File: src/rtl/dal_tx_serializer_if.sv
// Byte-in / serial-out bundle for the DAL transmit serializer.
// The source drives the byte handshake; the serializer drives the line and status.
interface dal_tx_serializer_if #(
    parameter int DATA_W = 8
);
    logic [DATA_W-1:0] tx_data;
    logic              tx_valid;
    logic              tx_ready;
    logic              tx_out;
    logic              tx_busy;
    logic              tx_done;

    modport master (output tx_data, tx_valid, input tx_ready, tx_out, tx_busy, tx_done);
    modport slave  (input tx_data, tx_valid, output tx_ready, tx_out, tx_busy, tx_done);
endinterface

File: src/rtl/dal_tx_serializer.sv
// DAL PHY transmit serializer: start bit, DATA_W bits LSB-first, optional even parity,
// STOP_BITS stop bits, each bit held for OVS clocks. Parity is built with DAL_TX_PARITY_EN.
module dal_tx_serializer #(
    parameter int OVS       = 4,
    parameter int DATA_W    = 8,
    parameter int STOP_BITS = 1
) (
    input  logic                clk_i,
    input  logic                reset_ni,
    dal_tx_serializer_if.slave  tx_if
);
    localparam int OW = $clog2(OVS);
    localparam int BW = $clog2(DATA_W);

`ifdef DAL_TX_PARITY_EN
    typedef enum logic [2:0] {IDLE, START, DATA, PARITY, STOP} state_e;
`else
    typedef enum logic [2:0] {IDLE, START, DATA, STOP} state_e;
`endif

    state_e              state_q, state_d;
    logic [OW-1:0]       ovs_q, ovs_d;
    logic [BW-1:0]       bit_q, bit_d;
    logic [DATA_W-1:0]   shift_q, shift_d;
    logic                out_q, out_d;
    logic                ready_q, ready_d;
    logic                busy_q, busy_d;
    logic                done_q, done_d;
    logic                ovs_last;
`ifdef DAL_TX_PARITY_EN
    logic                par_q, par_d;
`endif

    assign ovs_last = (ovs_q == OW'(OVS - 1));

    always_ff @(posedge clk_i or negedge reset_ni) begin
        if (!reset_ni) begin
            state_q <= IDLE;
            ovs_q   <= '0;
            bit_q   <= '0;
            shift_q <= '0;
            out_q   <= 1'b1;
            ready_q <= 1'b1;
            busy_q  <= 1'b0;
            done_q  <= 1'b0;
`ifdef DAL_TX_PARITY_EN
            par_q   <= 1'b0;
`endif
        end else begin
            state_q <= state_d;
            ovs_q   <= ovs_d;
            bit_q   <= bit_d;
            shift_q <= shift_d;
            out_q   <= out_d;
            ready_q <= ready_d;
            busy_q  <= busy_d;
            done_q  <= done_d;
`ifdef DAL_TX_PARITY_EN
            par_q   <= par_d;
`endif
        end
    end

    always_comb begin
        state_d = state_q;
        ovs_d   = ovs_q;
        bit_d   = bit_q;
        shift_d = shift_q;
        done_d  = 1'b0;
`ifdef DAL_TX_PARITY_EN
        par_d   = par_q;
`endif
        // Every non-idle state spends exactly OVS clocks per bit.
        if (state_q != IDLE)
            ovs_d = ovs_last ? '0 : ovs_q + 1'b1;

        unique case (state_q)
            IDLE: begin
                if (tx_if.tx_valid && ready_q) begin
                    state_d = START;
                    shift_d = tx_if.tx_data;
                    ovs_d   = '0;
                    bit_d   = '0;
`ifdef DAL_TX_PARITY_EN
                    par_d   = ^tx_if.tx_data;
`endif
                end
            end
            START: begin
                if (ovs_last) state_d = DATA;
            end
            DATA: begin
                if (ovs_last) begin
                    shift_d = shift_q >> 1;
                    if (bit_q == BW'(DATA_W - 1)) begin
                        bit_d = '0;
`ifdef DAL_TX_PARITY_EN
                        state_d = PARITY;
`else
                        state_d = STOP;
`endif
                    end else begin
                        bit_d = bit_q + 1'b1;
                    end
                end
            end
`ifdef DAL_TX_PARITY_EN
            PARITY: begin
                if (ovs_last) state_d = STOP;
            end
`endif
            STOP: begin
                if (ovs_last) begin
                    if (bit_q == BW'(STOP_BITS - 1)) begin
                        state_d = IDLE;
                        bit_d   = '0;
                        done_d  = 1'b1;
                    end else begin
                        bit_d = bit_q + 1'b1;
                    end
                end
            end
            default: state_d = IDLE;
        endcase

        // Outputs are decoded from the next state so they land registered with it.
        unique case (state_d)
            START:   out_d = 1'b0;
            DATA:    out_d = shift_d[0];
`ifdef DAL_TX_PARITY_EN
            PARITY:  out_d = par_d;
`endif
            default: out_d = 1'b1;
        endcase
        ready_d = (state_d == IDLE);
        busy_d  = (state_d != IDLE);
    end

    assign tx_if.tx_out   = out_q;
    assign tx_if.tx_ready = ready_q;
    assign tx_if.tx_busy  = busy_q;
    assign tx_if.tx_done  = done_q;
endmodule
File: src/flat_wrapper.sv
// flat-port wrapper written by rule: the top's interface ports become plain ports
module dal_tx_serializer_flat 
#(
    parameter int OVS       = 4,
    parameter int DATA_W    = 8,
    parameter int STOP_BITS = 1
)
  (clk_i, reset_ni, tx_if_tx_data, tx_if_tx_valid, tx_if_tx_ready, tx_if_tx_out, tx_if_tx_busy, tx_if_tx_done);
  dal_tx_serializer_if #(.DATA_W(DATA_W)) tx_if_i ();
  input  logic clk_i;
  input  logic reset_ni;
  input wire logic [$bits(tx_if_i.tx_data)-1:0] tx_if_tx_data;
  input wire logic [$bits(tx_if_i.tx_valid)-1:0] tx_if_tx_valid;
  output wire logic [$bits(tx_if_i.tx_ready)-1:0] tx_if_tx_ready;
  output wire logic [$bits(tx_if_i.tx_out)-1:0] tx_if_tx_out;
  output wire logic [$bits(tx_if_i.tx_busy)-1:0] tx_if_tx_busy;
  output wire logic [$bits(tx_if_i.tx_done)-1:0] tx_if_tx_done;
  assign tx_if_i.tx_data = tx_if_tx_data;
  assign tx_if_i.tx_valid = tx_if_tx_valid;
  assign tx_if_tx_ready = tx_if_i.tx_ready;
  assign tx_if_tx_out = tx_if_i.tx_out;
  assign tx_if_tx_busy = tx_if_i.tx_busy;
  assign tx_if_tx_done = tx_if_i.tx_done;
  dal_tx_serializer #(.OVS(OVS), .DATA_W(DATA_W), .STOP_BITS(STOP_BITS)) u_core (.clk_i(clk_i), .reset_ni(reset_ni), .tx_if(tx_if_i));
endmodule
File: config.mk
export PLATFORM = sky130hd
export DESIGN_NAME = dal_tx_serializer_flat
export DESIGN_NICKNAME = d
export VERILOG_FILES = /design/src/rtl/dal_tx_serializer_if.sv /design/src/rtl/dal_tx_serializer.sv /design/src/flat_wrapper.sv
export SDC_FILE = /design/constraint.sdc
export NUM_CORES = 1
export LEC_CHECK = 0
export ABC_CLOCK_PERIOD_IN_PS = 4500
export CAP_MARGIN = 25
export CORE_AREA = 2 2 45 47
export DETAILED_ROUTE_END_ITERATION = 16
export DIE_AREA = 0 0 47 49
export DONT_BUFFER_PORTS = 1
export GPL_TIMING_DRIVEN = 1
export PLACE_DENSITY_LB_ADDON = 0.15
export SLEW_MARGIN = 10
export SYNTH_ARGS = -nofsm -noshare
export SYNTH_HDL_FRONTEND = slang
export SYNTH_SLANG_ARGS = --single-unit
File: constraint.sdc
create_clock -name clk_i -period 4.5 [get_ports clk_i]
set_clock_uncertainty 0.15 [all_clocks]
set_input_delay 0.9 -clock clk_i [delete_from_list [all_inputs] [get_ports clk_i]]
set_output_delay 0.9 -clock clk_i [all_outputs]
set_load 0.1 [all_outputs]
# Word-level counts from Yosys, hierarchy flattened
# Index checks and enable logic that the tools add are counted.
dict set report classes {
  n_addsub 2
  n_eq_ne 10
  reduce_logical 10
  mux 24
}
# cell n
set ops {}
lappend ops {{$mux 3} 11}
lappend ops {{$mux 8} 2}
lappend ops {{$pmux 8 s2} 1}
lappend ops {{$pmux 3 s4} 1}
lappend ops {{$eq 3x2->1 const B} 3}
lappend ops {{$logic_not 3->1} 3}
lappend ops {{$pmux 3 s3} 1}
lappend ops {{$reduce_bool 3->1} 3}
lappend ops {{$mux 2} 4}
lappend ops {{$eq 3x1->1 const B} 2}
lappend ops {{$ne 2x1->1 const B} 3}
lappend ops {{$reduce_and 4->1} 1}
lappend ops {{$add 3x1->3 const B} 1}
lappend ops {{$eq 3x3->1 const B} 1}
lappend ops {{$mux 1} 3}
lappend ops {{$reduce_and 3->1} 1}
lappend ops {{$add 2x1->2 const B} 1}
lappend ops {{$eq 2x2->1 const B} 1}
lappend ops {{$pmux 1 s2} 1}
lappend ops {{$reduce_bool 2->1} 1}
lappend ops {{$logic_and 1x1->1} 1}
dict set report totals {
  reg_bits 20
  input_bits 11
}

# Longest topological paths before layout
# Gate-level depths: netlist of run 1.
dict set report depth {
  ltp_word 6
  ltp_mapped 5
  ltp_nobuf 5
}

# Least setup slack after synthesis of run 1
# OpenSTA, ideal clock, no wires.
dict set report synth_path {
  path_type {register to register}
  start {register u_core.ready_q, in the netlist u_core.tx_if.tx_ready}
  end {register u_core.shift_q[1]}
  path_stages_with_launch 5
  t_arrival_ns 1.738
  setup_ns 0.126
  path_slack_ns 2.485
  required_ns 4.224
  synth_period_minus_slack_ns 2.015
  path_cell_list {dfstp_2 > and3b_1 > clkbuf_1 > a21oi_4 > a221o_1}
}
dict set report synth_between {
  elab_chain_len 3
}
# item line
set synth_rtl {}
lappend synth_rtl {{start, declared} dal_tx_serializer.sv:26} ;# logic ready_q, ready_d;
lappend synth_rtl {{start signal, assigned} dal_tx_serializer.sv:55} ;# ready_q <= ready_d;
lappend synth_rtl {{$logic_and 1x1->1} dal_tx_serializer.sv:79} ;# if (tx_if.tx_valid && ready_q) begin
lappend synth_rtl {{$ne 2x1->1 (no source line)} --}
lappend synth_rtl {{$reduce_and 3->1 (no source line)} --}
lappend synth_rtl {{end signal, assigned} dal_tx_serializer.sv:53} ;# shift_q <= shift_d;
lappend synth_rtl {{end, declared} dal_tx_serializer.sv:24} ;# logic [DATA_W-1:0] shift_q, shift_d;
# Every way passes these cells.
# A chain may end at the register's enable or synchronous reset.

# Final worst setup path of run 1
dict set report layout_path {
  start {register u_core.ovs_q[0]}
  end {register u_core.out_q, in the netlist u_core.tx_if.tx_out}
}
dict set report layout_between {
  elab_chain_len 5
}
# item line
set layout_rtl {}
lappend layout_rtl {{start, declared} dal_tx_serializer.sv:22} ;# logic [OW-1:0] ovs_q, ovs_d;
lappend layout_rtl {{start signal, assigned} dal_tx_serializer.sv:51} ;# ovs_q <= ovs_d;
lappend layout_rtl {{$eq 2x2->1 *} dal_tx_serializer.sv:34} ;# assign ovs_last = (ovs_q == OW'(OVS - 1));
lappend layout_rtl {{$mux 3, on equally long branches} {dal_tx_serializer.sv:113, dal_tx_serializer.sv:90, dal_tx_serializer.sv:93}}
lappend layout_rtl {{$pmux 3 s4} dal_tx_serializer.sv:77} ;# unique case (state_q)
lappend layout_rtl {{$eq 3x2->1 or $eq 3x1->1 (tied branches)} dal_tx_serializer.sv:127} ;# unique case (state_d)
lappend layout_rtl {{$pmux 1 s2 *} dal_tx_serializer.sv:127}
lappend layout_rtl {{via u_core.out_d} dal_tx_serializer.sv:25} ;# logic out_q, out_d;
lappend layout_rtl {{end signal, assigned} dal_tx_serializer.sv:54} ;# out_q <= out_d;
lappend layout_rtl {{end, declared} dal_tx_serializer.sv:25}
# Mark *: on every way through the listed nets, which the timed path passes. The rest lies on a longest branch. The select of a mux whose other input is x is not followed.

==> results of run 1 <==
[final timing paths]
path / from / endpoint / slack [ns]
min in group clk_i: u_core.shift_q[7]$_DFFE_PN0P_ / u_core.shift_q[7]$_DFFE_PN0P_ / 0.37
max reg2reg: u_core.ovs_q[0]$_DFF_PN0_ / u_core.tx_if.tx_out$_DFF_PN1_ / 2.00
max in group asynchronous: reset_ni / u_core.tx_if.tx_out$_DFF_PN1_ / 3.89
min reg2reg: u_core.shift_q[7]$_DFFE_PN0P_ / u_core.shift_q[7]$_DFFE_PN0P_ / 0.37
max: u_core.ovs_q[0]$_DFF_PN0_ / u_core.tx_if.tx_out$_DFF_PN1_ / 2.00
min: reset_ni / u_core.tx_if.tx_busy$_DFF_PN0_ / 0.13
[layer usage]
layer	wire length [um]	global-route usage, %	share of wire [%]	vias up
met4	15	4.167	0.83	0
met1	770	21.33	43	356
li1	-	-	-	353
met5	0	0	0	-
met3	119	8.148	6.6	2
met2	901	28.54	50	9
[cell type report]
cell class	instances	area share, %
sequential	20	46.37
multi-input combinational	65	45.44
clock buffer	4	3.345
tap	27	3.114
inverter	5	1.730
[sequential cells by signal, indices dropped and copies added (netlist names)]
signal	count
u_core.tx_if.tx_ready	1
u_core.ovs_q	2
u_core.tx_if.tx_done	1
u_core.shift_q	8
u_core.bit_q	3
u_core.state_q	3
u_core.tx_if.tx_busy	1
u_core.tx_if.tx_out	1
[cell usage in the layout, fill, tap and decap left out, drive strengths merged]
cell | synthesis | final
a211oi | 2 | 2
a21boi | 1 | 1
a21o | 1 | 1
a21oi | 4 | 4
a221o | 6 | 6
a22o | 1 | 1
a22oi | 1 | 1
a32o | 1 | 1
a41oi | 2 | 2
and3 | 6 | 6
and3b | 1 | 1
and4b | 1 | 1
clkbuf | 1 | 4
conb | 1 | 1
dfrtp | 18 | 18
dfstp | 2 | 2
ha | 4 | 4
inv | 5 | 5
mux2i | 3 | 3
nand2 | 6 | 6
nand2b | 1 | 1
nand3 | 4 | 4
nand3b | 3 | 3
nand4bb | 1 | 1
nor2 | 2 | 2
nor2b | 1 | 1
nor3 | 3 | 3
nor3b | 1 | 1
nor4bb | 1 | 1
o2111ai | 1 | 1
o21ai | 2 | 2
o31ai | 1 | 1
or2 | 2 | 2
or3 | 1 | 1
[worst register-to-register path: stages, from the launching register on]
cell      delay [ns]
dfrtp_1         0.39
ha_1            0.42
nor4bb_2        0.96
a22oi_1         0.20
a41oi_1         0.30
[logic make-up (layout without fill, tap and decap cells)]
| family | after synthesis | after routing | share of synthesized area (%) |
|---|---|---|---|
| AOI/OAI and AO/OA | 23 | 23 | 18.15 |
| adders and majority gates | 4 | 4 | 4.745 |
| buffers and inverters | 11 | 9 | 5.575 |
| DFF | 20 | 20 | 47.69 |
| muxes | 3 | 3 | 2.847 |
| other | 1 | 1 | 0.3555 |
| and+or+nand+nor | 34 | 34 | 20.64 |
[power breakdown]
group	internal (mW)	total, mW	switching [mW]
sequential	0.241	0.352	0.111
combinational	0.0728	0.137	0.0647
clock	0.0493	0.100	0.0509
==> impl_results.md, run 1 <==
- Starting DRC count in detailed routing: 14
- Number of synthesized flops with an enable pin: 0
- Fin crit period: 2.504 ns
- Syn_area_per_cell: 10.99 um^2
- Non-Filler Instances: 121
- Bufs on Longest Clock Path: 2
- Area leader, netlist: dfrtp_1
- Final worst slack: 1.996 ns
- Synth unique cells: 38
- Crit start category: flop
- Commonest cells post-synth: dfrtp_1 (18), a221o_1 (6), and3_1 (6), nand2_1 (6), inv_1 (5)
- Setup Fix Bufs, Post-CTS: 0
- Slew HR: 31.59%
- Synth Cell Area: 1055 um^2
- CTS tree: built
- Final wirelength: 1807 um
- Synth Instances: 96
- Family with the most delay on the worst path: simple AND/OR/NAND/NOR gates
- Top_reg_cell synth: dfrtp_1
- RSZ-0062 raised after global routing: false
- Hpwl dp: 1358 um
- Pre-antenna DRT Iters: 4
- Die W: 47 um
- Max-cap viol count: 0
- Finish-stage setup viols: 0
- Placer Congestion: 0.8232
- Design Power: 0.5891 mW
- Root buf cell: clkbuf_4
- Largest net degree at the start of global routing: 21
- Footprint of the multi-input gates: 493.0 um^2
- DR DRC count: 0
- CTS Hold Bufs: 0
- Fin crit share: 55.64%
- Worst path required time: 4.56 ns
- Worst hold path type: in2async
- Top-Level Pins: 15
- Seq/Total Area, Yosys: 47.69%
- Slowest stage delay, CP: 0.96 ns
- Power density cells: 543.1 nW/um^2
- Number of global-route vias before repair: 696
- Most numerous cell in the Yosys netlist: dfrtp_1
- DR vias: 720
- Syn. warnings: 0
- Placed Area: 1049 um^2
- Vias/cell: 5.950
- GRT Overall Usage: 17.81%
- Critical path fanouts, max: 14
- Count of input and output buffers: 0
- Worst vdd ir: 0.3196 mV
- Worst-path clk slew: 0.11 ns
- Status: finished, final reports clean
- Number of gates resized after CTS: 0
- FF+latch count, synth: 20
- Area Growth Syn to Fin: 2.847%
- Die height: 49 um
- Placed cells: 117
- First-pass GRT wire length: 2973 um
- Cell Chain, Critical Path: ha_1 -> nor4bb_2 -> a22oi_1 -> a41oi_1
- Worst hold slack: 0.1292 ns
- Final Instance Area: 1085 um^2
- Fmax: 0.3994 GHz
- ANT nets after route: 0
- Data arrival time of the worst path: 2.56 ns
- Initial antenna violation count: 0
- # rows: 16
- Critical path buffers and inverters: 0
- Starting Density: 57.27%
- Layout net count: 110
- Total CTS buffers: 3
- Total Neg Setup Slack: 0 ns
- Top-area cell type share of the netlist area: 42.70%
- Layout cell share with drive strength beyond 1: 11.70%
- Fillers: 163
- CTS H-tree lvls: 1
- CP Class: reg2reg
- Slew Limit Fails: 0
- Std-Cell Core Area: 1842 um^2
- Worst r2r path cells: 4
- Sink Count: 20
- Dpl ws: 2.047 ns
- Least-Margin Pin Slew: 1.012 ns
- CP Capture Type: flop
- Diode count: 0
- Synth top area cells: dfrtp_1 (43%), a221o_1 (5.7%), dfstp_2 (5.0%)
- Hold Fails Final Rpt: 0
- Leak Pwr: 0.4843 nW
- Register area: 503.0 um^2
- Wire length per cell: 14.93 um
- Die area: 2303 um^2
- Slowest CP cell: nor4bb_2
- Async SR Flop Fraction: 100.0%
- Stages on worst setup path: 4
- Synthesized Nets: 111
- Gr ovfl total: 0
- Core Util, Final: 58.90%
- Skew-Pair Late Insertion Delay: 0.30 ns
Note: power is estimated with default switching activity, not from simulation.
==> inputs of run 2 (changes only) <==
--- a/config.mk
+++ b/config.mk
@@ -5,11 +5,11 @@
 export SDC_FILE = /design/constraint.sdc
 export NUM_CORES = 1
 export LEC_CHECK = 0
-export ABC_CLOCK_PERIOD_IN_PS = 4500
+export ABC_CLOCK_PERIOD_IN_PS = 2300
 export CAP_MARGIN = 25
-export CORE_AREA = 2 2 45 47
+export CORE_AREA = 2 2 48 50
 export DETAILED_ROUTE_END_ITERATION = 16
-export DIE_AREA = 0 0 47 49
+export DIE_AREA = 0 0 50 52
 export DONT_BUFFER_PORTS = 1
 export GPL_TIMING_DRIVEN = 1
 export PLACE_DENSITY_LB_ADDON = 0.15
==> constraint.sdc (replaced) <==
create_clock -name clk_i -period 2.3 [get_ports clk_i]
set_clock_uncertainty 0.15 [all_clocks]
set_input_delay 0.46 -clock clk_i [delete_from_list [all_inputs] [get_ports clk_i]]
set_output_delay 0.46 -clock clk_i [all_outputs]
set_load 0.1 [all_outputs]
==> run 2 against run 1 <==
Effect of this change:
- total power rose by 100%
- cell count rose by 5.8%
- sequential cell count unchanged
- die area grew 13%
- first-iteration DRC count grew 50%
- largest power group unchanged
==> impl_results.md, run 2 (same netlist as run 1, synthesis figures left out) <==
- Status: finished, final reports clean (unchanged)
- Pre-antenna DRT Iters: 4 (unchanged)
- Worst r2r path cells: 5 (was 4)
- Non-Filler Instances: 128 (was 121)
- CP Capture Type: flop (unchanged)
- Reg2reg start: u_core.ovs_q[0]$_DFF_PN0_ (unchanged)
- Skew-Pair Late Insertion Delay: 0.29 ns (was 0.30 ns)
- Die height: 52 um (was 49 um)
- Leading cell types in the layout, fill and taps excluded: dfrtp_1 (18), nand2_1 (6), and3_1 (6), a221o_1 (6) (was dfrtp_1 (18), nand2_1 (6), and3_1 (6), a221o_1 (6), inv_1 (5))
- Count of input and output buffers: 0 (unchanged)
- Hold path depth: 1
- Std-Cell Core Area: 2106 um^2 (was 1842 um^2)
- Bufs on Longest Clock Path: 2 (unchanged)
- Critical Path Source: u_core.ovs_q[0]$_DFF_PN0_ (unchanged)
- Root buf cell: clkbuf_4 (unchanged)
- Slew HR: 40.70% (was 31.59%)
- Critical path fanouts, max: 9 (was 14)
- # rows: 17 (was 16)
- Fin crit period: 1.815 ns (was 2.504 ns)
- Initial antenna violation count: 0 (unchanged)
- Worst path required time: 2.33 ns (was 4.56 ns)
- Diode count: 0 (unchanged)
- Fmax: 0.5511 GHz (was 0.3994 GHz)
- RSZ-0062 raised after global routing: false (unchanged)
- Hpwl dp: 1437 um (was 1358 um)
- Setup Fix Bufs, Post-CTS: 0 (unchanged)
- CTS tree: built (unchanged)
- Placed cells: 123 (was 117)
- Sink Count: 20 (unchanged)
- DR vias: 741 (was 720)
- Starting Density: 50.09% (was 57.27%)
- Commonest non-fill, non-tap cell in the layout: dfrtp_1 (unchanged)
- Number of gates resized after CTS: 0 (unchanged)
- Die W: 50 um (was 47 um)
- Design Power: 1.199 mW (was 0.5891 mW)
- Power density cells: 1058 nW/um^2 (was 543.1 nW/um^2)
- Least-Margin Pin Slew: 0.8866 ns (was 1.012 ns)
- CP Class: reg2reg (unchanged)
- Largest register FFs: 8 (unchanged)
- Worst-path clk slew: 0.11 ns (about the same)
- Layout net count: 116 (was 110)
- Gr ovfl total: 0 (unchanged)
- Flop2flop setup slack: 0.49 ns (was 2.00 ns)
- WHS Endpoint: u_core.shift_q[7]$_DFFE_PN0P_
- Core Util, Final: 53.83% (was 58.90%)
- Number of global-route vias before repair: 766 (was 696)
- Wire length per cell: 15.67 um (was 14.93 um)
- Slew Limit Fails: 0 (unchanged)
- Regs by FF count: u_core.shift_q: 8 flops, u_core.bit_q: 3 flops, u_core.state_q: 3 flops (unchanged)
- Worst vdd ir: 0.6587 mV (was 0.3196 mV)
- Vias/cell: 5.789 (was 5.950)
- Fin crit share: 78.89% (was 55.64%)
- DR DRC count: 0 (unchanged)
- Leak Pwr: 0.5142 nW (was 0.4843 nW)
- ANT nets after route: 0 (unchanged)
- CTS Hold Bufs: 1 (was 0)
- Layout cell share with drive strength beyond 1: 16.00% (was 11.70%)
- Data arrival time of the worst path: 1.85 ns (was 2.56 ns)
- Finish-stage setup viols: 0 (unchanged)
- Worst r2r dst: u_core.tx_if.tx_busy$_DFF_PN0_ (was u_core.tx_if.tx_out$_DFF_PN1_)
- Crit start category: flop (unchanged)
- Worst hold path type: in2reg (was in2async)
- Final wirelength: 2006 um (was 1807 um)
- Total CTS buffers: 3 (unchanged)
- Hold path start: tx_if_tx_data[7]
- GRT Overall Usage: 18.06% (was 17.81%)
- First-pass GRT wire length: 3581 um (was 2973 um)
- Max-cap viol count: 0 (unchanged)
- Placer Congestion: 0.7318 (was 0.8232)
- Total Neg Setup Slack: 0 ns (unchanged)
- Top-Level Pins: 15 (unchanged)
- Largest net degree at the start of global routing: 21 (unchanged)
- Die area: 2600 um^2 (was 2303 um^2)
- Starting DRC count in detailed routing: 21 (was 14)
- Largest register by flop count: u_core.shift_q (unchanged)
- CTS H-tree lvls: 1 (unchanged)
- Area Growth Syn to Fin: 7.474% (was 2.847%)
- Hold Fails Final Rpt: 0 (unchanged)
-- run 2: changes by cell type in the layout (fill, tap and decap cells not counted) --
cell,change
buf_4,+5
dlygate4sd3_1,+1
-- run 2: layout make-up --
class                      count  area [um^2]
tap                           28        35.03
multi-input combinational     65        493.0
clock buffer                   4        36.28
inverter                       5        18.77
timing repair buffer           6        47.55
fill                         190        972.2
sequential                    20        503.0
-- run 2: per-layer routing --
layer | vias up | GRT usage [%] | part of all wire, %
li1 | 368 | - | -
met5 | - | 0 | 0
met4 | 0 | 5.556 | 0.60
met1 | 356 | 23.86 | 44
met2 | 15 | 29.39 | 49
met3 | 2 | 4.023 | 5.9
-- run 2: worst max-delay path, cell delays in order, from the launching register on --
cell      delay (ns)
dfrtp_1         0.42
ha_1            0.21
nor4bb_2        0.17
buf_4           0.19
a32o_1          0.23
or3_1           0.34
-- run 2: worst max path at each step --
| stage | end | cells past startpoint |
|---|---|---|
| floorplan | u_core.shift_q[2]$_DFFE_PN0P_ | 4 |
| global placement | u_core.tx_if.tx_busy$_DFF_PN0_ | 5 |
| detailed placement | u_core.tx_if.tx_busy$_DFF_PN0_ | 5 |
| CTS | u_core.tx_if.tx_busy$_DFF_PN0_ | 5 |
| global route | u_core.state_q[0]$_DFF_PN0_ | 5 |
| finish | u_core.tx_if.tx_busy$_DFF_PN0_ | 5 |
-- run 2: stage by stage --
stage          hold slack, ns  setup slack (ns)  area [um^2]
3_5_place_dp          0.01488            0.4853         1087
6_report               0.1487            0.4854         1134
4_1_cts                0.1379            0.4797         1134
5_1_grt                0.1491            0.3509         1134
3_3_place_gp          0.01479            0.5419         1087
2_1_floorplan         0.01441            0.2855         1055
-- run 2: power by group --
part           leakage [nW]  total, mW  internal, mW  switching, mW
clock                0.0210      0.202        0.0964          0.106
sequential            0.250      0.604         0.470          0.134
combinational         0.243      0.393         0.164          0.229
total                 0.514       1.20         0.731          0.468
==> inputs of run 3 (changes only) <==
--- a/config.mk
+++ b/config.mk
@@ -5,11 +5,11 @@
 export SDC_FILE = /design/constraint.sdc
 export NUM_CORES = 1
 export LEC_CHECK = 0
-export ABC_CLOCK_PERIOD_IN_PS = 2300
+export ABC_CLOCK_PERIOD_IN_PS = 1900
 export CAP_MARGIN = 25
-export CORE_AREA = 2 2 48 50
+export CORE_AREA = 2 2 45 47
 export DETAILED_ROUTE_END_ITERATION = 16
-export DIE_AREA = 0 0 50 52
+export DIE_AREA = 0 0 47 49
 export DONT_BUFFER_PORTS = 1
 export GPL_TIMING_DRIVEN = 1
 export PLACE_DENSITY_LB_ADDON = 0.15
==> constraint.sdc (replaced) <==
create_clock -name clk_i -period 1.9 [get_ports clk_i]
set_clock_uncertainty 0.15 [all_clocks]
set_input_delay 0.38 -clock clk_i [delete_from_list [all_inputs] [get_ports clk_i]]
set_output_delay 0.38 -clock clk_i [all_outputs]
set_load 0.1 [all_outputs]
==> run 3 against run 2 <==
Effect of this change:
- first-iteration DRC count decreased by 86%
- combinational power is 35% higher
- routed wire length increased by 1.5%
- global-route usage rose by 3.6 points
- final area rose by 5.0%
- fmax grew 2.0%
- cell count rose by 3.1%
- utilization rose by 11 points
- setup slack worse by 0.36 ns
- sequential power increased by 18%
- critical endpoint is now u_core.shift_q[1]$_DFFE_PN0P_
- largest cell class unchanged
- highest routed layer unchanged
==> impl_results.md, run 3 (same netlist as run 1, synthesis figures left out) <==
- Starting Density: 57.27% (was 50.09%)
- Root buf cell: clkbuf_4 (unchanged)
- Worst r2r path cells: 5 (unchanged)
- Worst hold slack: 0.06766 ns (was 0.1487 ns)
- Final wirelength: 2036 um (was 2006 um)
- Slew Limit Fails: 0 (unchanged)
- Hold Fails Final Rpt: 0 (unchanged)
- Sink Count: 20 (unchanged)
- Worst hold path type: in2reg (unchanged)
- Commonest non-fill, non-tap cell in the layout: dfrtp_1 (unchanged)
- Regs by FF count: u_core.shift_q: 8 flops, u_core.bit_q: 3 flops, u_core.state_q: 3 flops (unchanged)
- Critical path buffers and inverters: 1 (unchanged)
- Die W: 47 um (was 50 um)
- GRT Overall Usage: 21.63% (was 18.06%)
- Data arrival time of the worst path: 1.82 ns (was 1.85 ns)
- Die area: 2303 um^2 (was 2600 um^2)
- Area Growth Syn to Fin: 12.81% (was 7.474%)
- Skew-Pair Late Insertion Delay: 0.30 ns (was 0.29 ns)
- Slowest CP cell: dfrtp_1 (unchanged)
- Status: finished, final reports clean (unchanged)
- Leading cell types in the layout, fill and taps excluded: dfrtp_1 (18), buf_4 (9), nand2_1 (6), and3_1 (6), a221o_1 (6) (was dfrtp_1 (18), nand2_1 (6), and3_1 (6), a221o_1 (6))
- Worst r2r dst: u_core.shift_q[1]$_DFFE_PN0P_ (was u_core.tx_if.tx_busy$_DFF_PN0_)
- Max-cap viol count: 0 (unchanged)
- Layout cell share with drive strength beyond 1: 20.00% (was 16.00%)
- Bufs on Longest Clock Path: 2 (unchanged)
- Core Util, Final: 64.61% (was 53.83%)
- Hpwl dp: 1455 um (was 1437 um)
- Worst-path clk slew: 0.11 ns (about the same)
- Count of input and output buffers: 0 (unchanged)
- # rows: 16 (was 17)
- Finish-stage setup viols: 0 (unchanged)
- Critical path fanouts, max: 8 (was 9)
- Fin crit period: 1.779 ns (was 1.815 ns)
- Layout net count: 121 (was 116)
- Critical Path Source: u_core.ovs_q[0]$_DFF_PN0_ (unchanged)
- Placer Congestion: 0.8298 (was 0.7318)
- Total CTS buffers: 3 (unchanged)
- Cell Chain, Critical Path: ha_1 -> nor4bb_4 -> buf_4 -> a21oi_4 -> a221o_1 (was ha_1 -> nor4bb_2 -> buf_4 -> a32o_1 -> or3_1)
- Worst setup endpoint: u_core.shift_q[1]$_DFFE_PN0P_ (was u_core.tx_if.tx_busy$_DFF_PN0_)
- Pre-antenna DRT Iters: 4 (unchanged)
- Vias/cell: 5.803 (was 5.789)
- Largest register FFs: 8 (unchanged)
- Worst path required time: 1.95 ns (was 2.33 ns)
- CTS tree: built (unchanged)
- Die height: 49 um (was 52 um)
- Starting DRC count in detailed routing: 3 (was 21)
- Gr ovfl total: 0 (unchanged)
- DR vias: 766 (was 741)
- Slowest stage delay, CP: 0.40 ns (was 0.42 ns)
- Family with the most delay on the worst path: flip-flops (was simple AND/OR/NAND/NOR gates)
- CP Capture Type: flop (unchanged)
- Power density cells: 1255 nW/um^2 (was 1058 nW/um^2)
- Initial antenna violation count: 0 (unchanged)
- Diode count: 0 (unchanged)
- Crit start category: flop (unchanged)
- Stages on worst setup path: 5 (unchanged)
- Fin crit share: 93.62% (was 78.89%)
- Top-Level Pins: 15 (unchanged)
- Wire length per cell: 15.42 um (was 15.67 um)
- Placed Area: 1120 um^2 (was 1087 um^2)
- Largest net degree at the start of global routing: 21 (unchanged)
- Reg2reg start: u_core.ovs_q[0]$_DFF_PN0_ (unchanged)
- ANT nets after route: 0 (unchanged)
- Std-Cell Core Area: 1842 um^2 (was 2106 um^2)
- DR DRC count: 0 (unchanged)
- Number of global-route vias before repair: 740 (was 766)
- Largest register by flop count: u_core.shift_q (unchanged)
- RSZ-0062 raised after global routing: false (unchanged)
- Total Neg Setup Slack: 0 ns (unchanged)
- CTS H-tree lvls: 1 (unchanged)
- Flop2flop setup slack: 0.12 ns (was 0.49 ns)
- CP Class: reg2reg (unchanged)
- First-pass GRT wire length: 3443 um (was 3581 um)
- Leak Pwr: 0.5449 nW (was 0.5142 nW)
- Fmax: 0.5622 GHz (was 0.5511 GHz)
- Final Instance Area: 1190 um^2 (was 1134 um^2)
- Worst vdd ir: 0.8988 mV (was 0.6587 mV)
## run 3: metal layers
layer  wire length [um]  global-route usage, %  share of wire [%]
met4                 21                  8.333                1.0
met5                  0                      0                  0
met3                 77                  7.037                3.8
met2               1019                  33.56                 50
met1                917                  27.29                 45
## run 3: what timing repair did
item,CTS,global route
hold endpoints to repair,20,0
hold buffers,1,0
setup buffers,0,0
setup endpoints to repair,0,3
resized for setup,0,1
## run 3: worst min-delay path by stage
stage	from	to	slack [ns]	cells after the start
floorplan	reset_ni	u_core.bit_q[0]$_DFFE_PN0P_	-0.07	0
global placement	reset_ni	u_core.shift_q[6]$_DFFE_PN0P_	-0.07	0
detailed placement	reset_ni	u_core.shift_q[6]$_DFFE_PN0P_	-0.07	0
global route	tx_if_tx_data[7]	u_core.shift_q[7]$_DFFE_PN0P_	0.04	1
CTS	tx_if_tx_data[7]	u_core.shift_q[7]$_DFFE_PN0P_	0.05	1
finish	tx_if_tx_data[7]	u_core.shift_q[7]$_DFFE_PN0P_	0.07	1
## run 3: final cells by class
type                       instances  area, um^2
timing repair buffer              11       92.59
sequential                        20       506.7
inverter                           5       18.77
clock buffer                       4       36.28
fill                             156       651.9
tap                               27       33.78
multi-input combinational         65       501.7
## run 3: metrics by stage
step	setup WS [ns]	power (mW)	instances
floorplan	0.1001	1.115	96
global placement	0.1330	1.217	126
detailed placement	0.09650	1.226	126
CTS	0.06743	1.500	131
global route	0.006556	1.598	132
finish	0.1213	1.493	132
## run 3: report_power, final
group	internal, mW	total [mW]	switching (mW)	leakage [nW]
Clock	0.117	0.250	0.133	0.0210
Combinational	0.223	0.531	0.308	0.274
Sequential	0.574	0.713	0.138	0.250
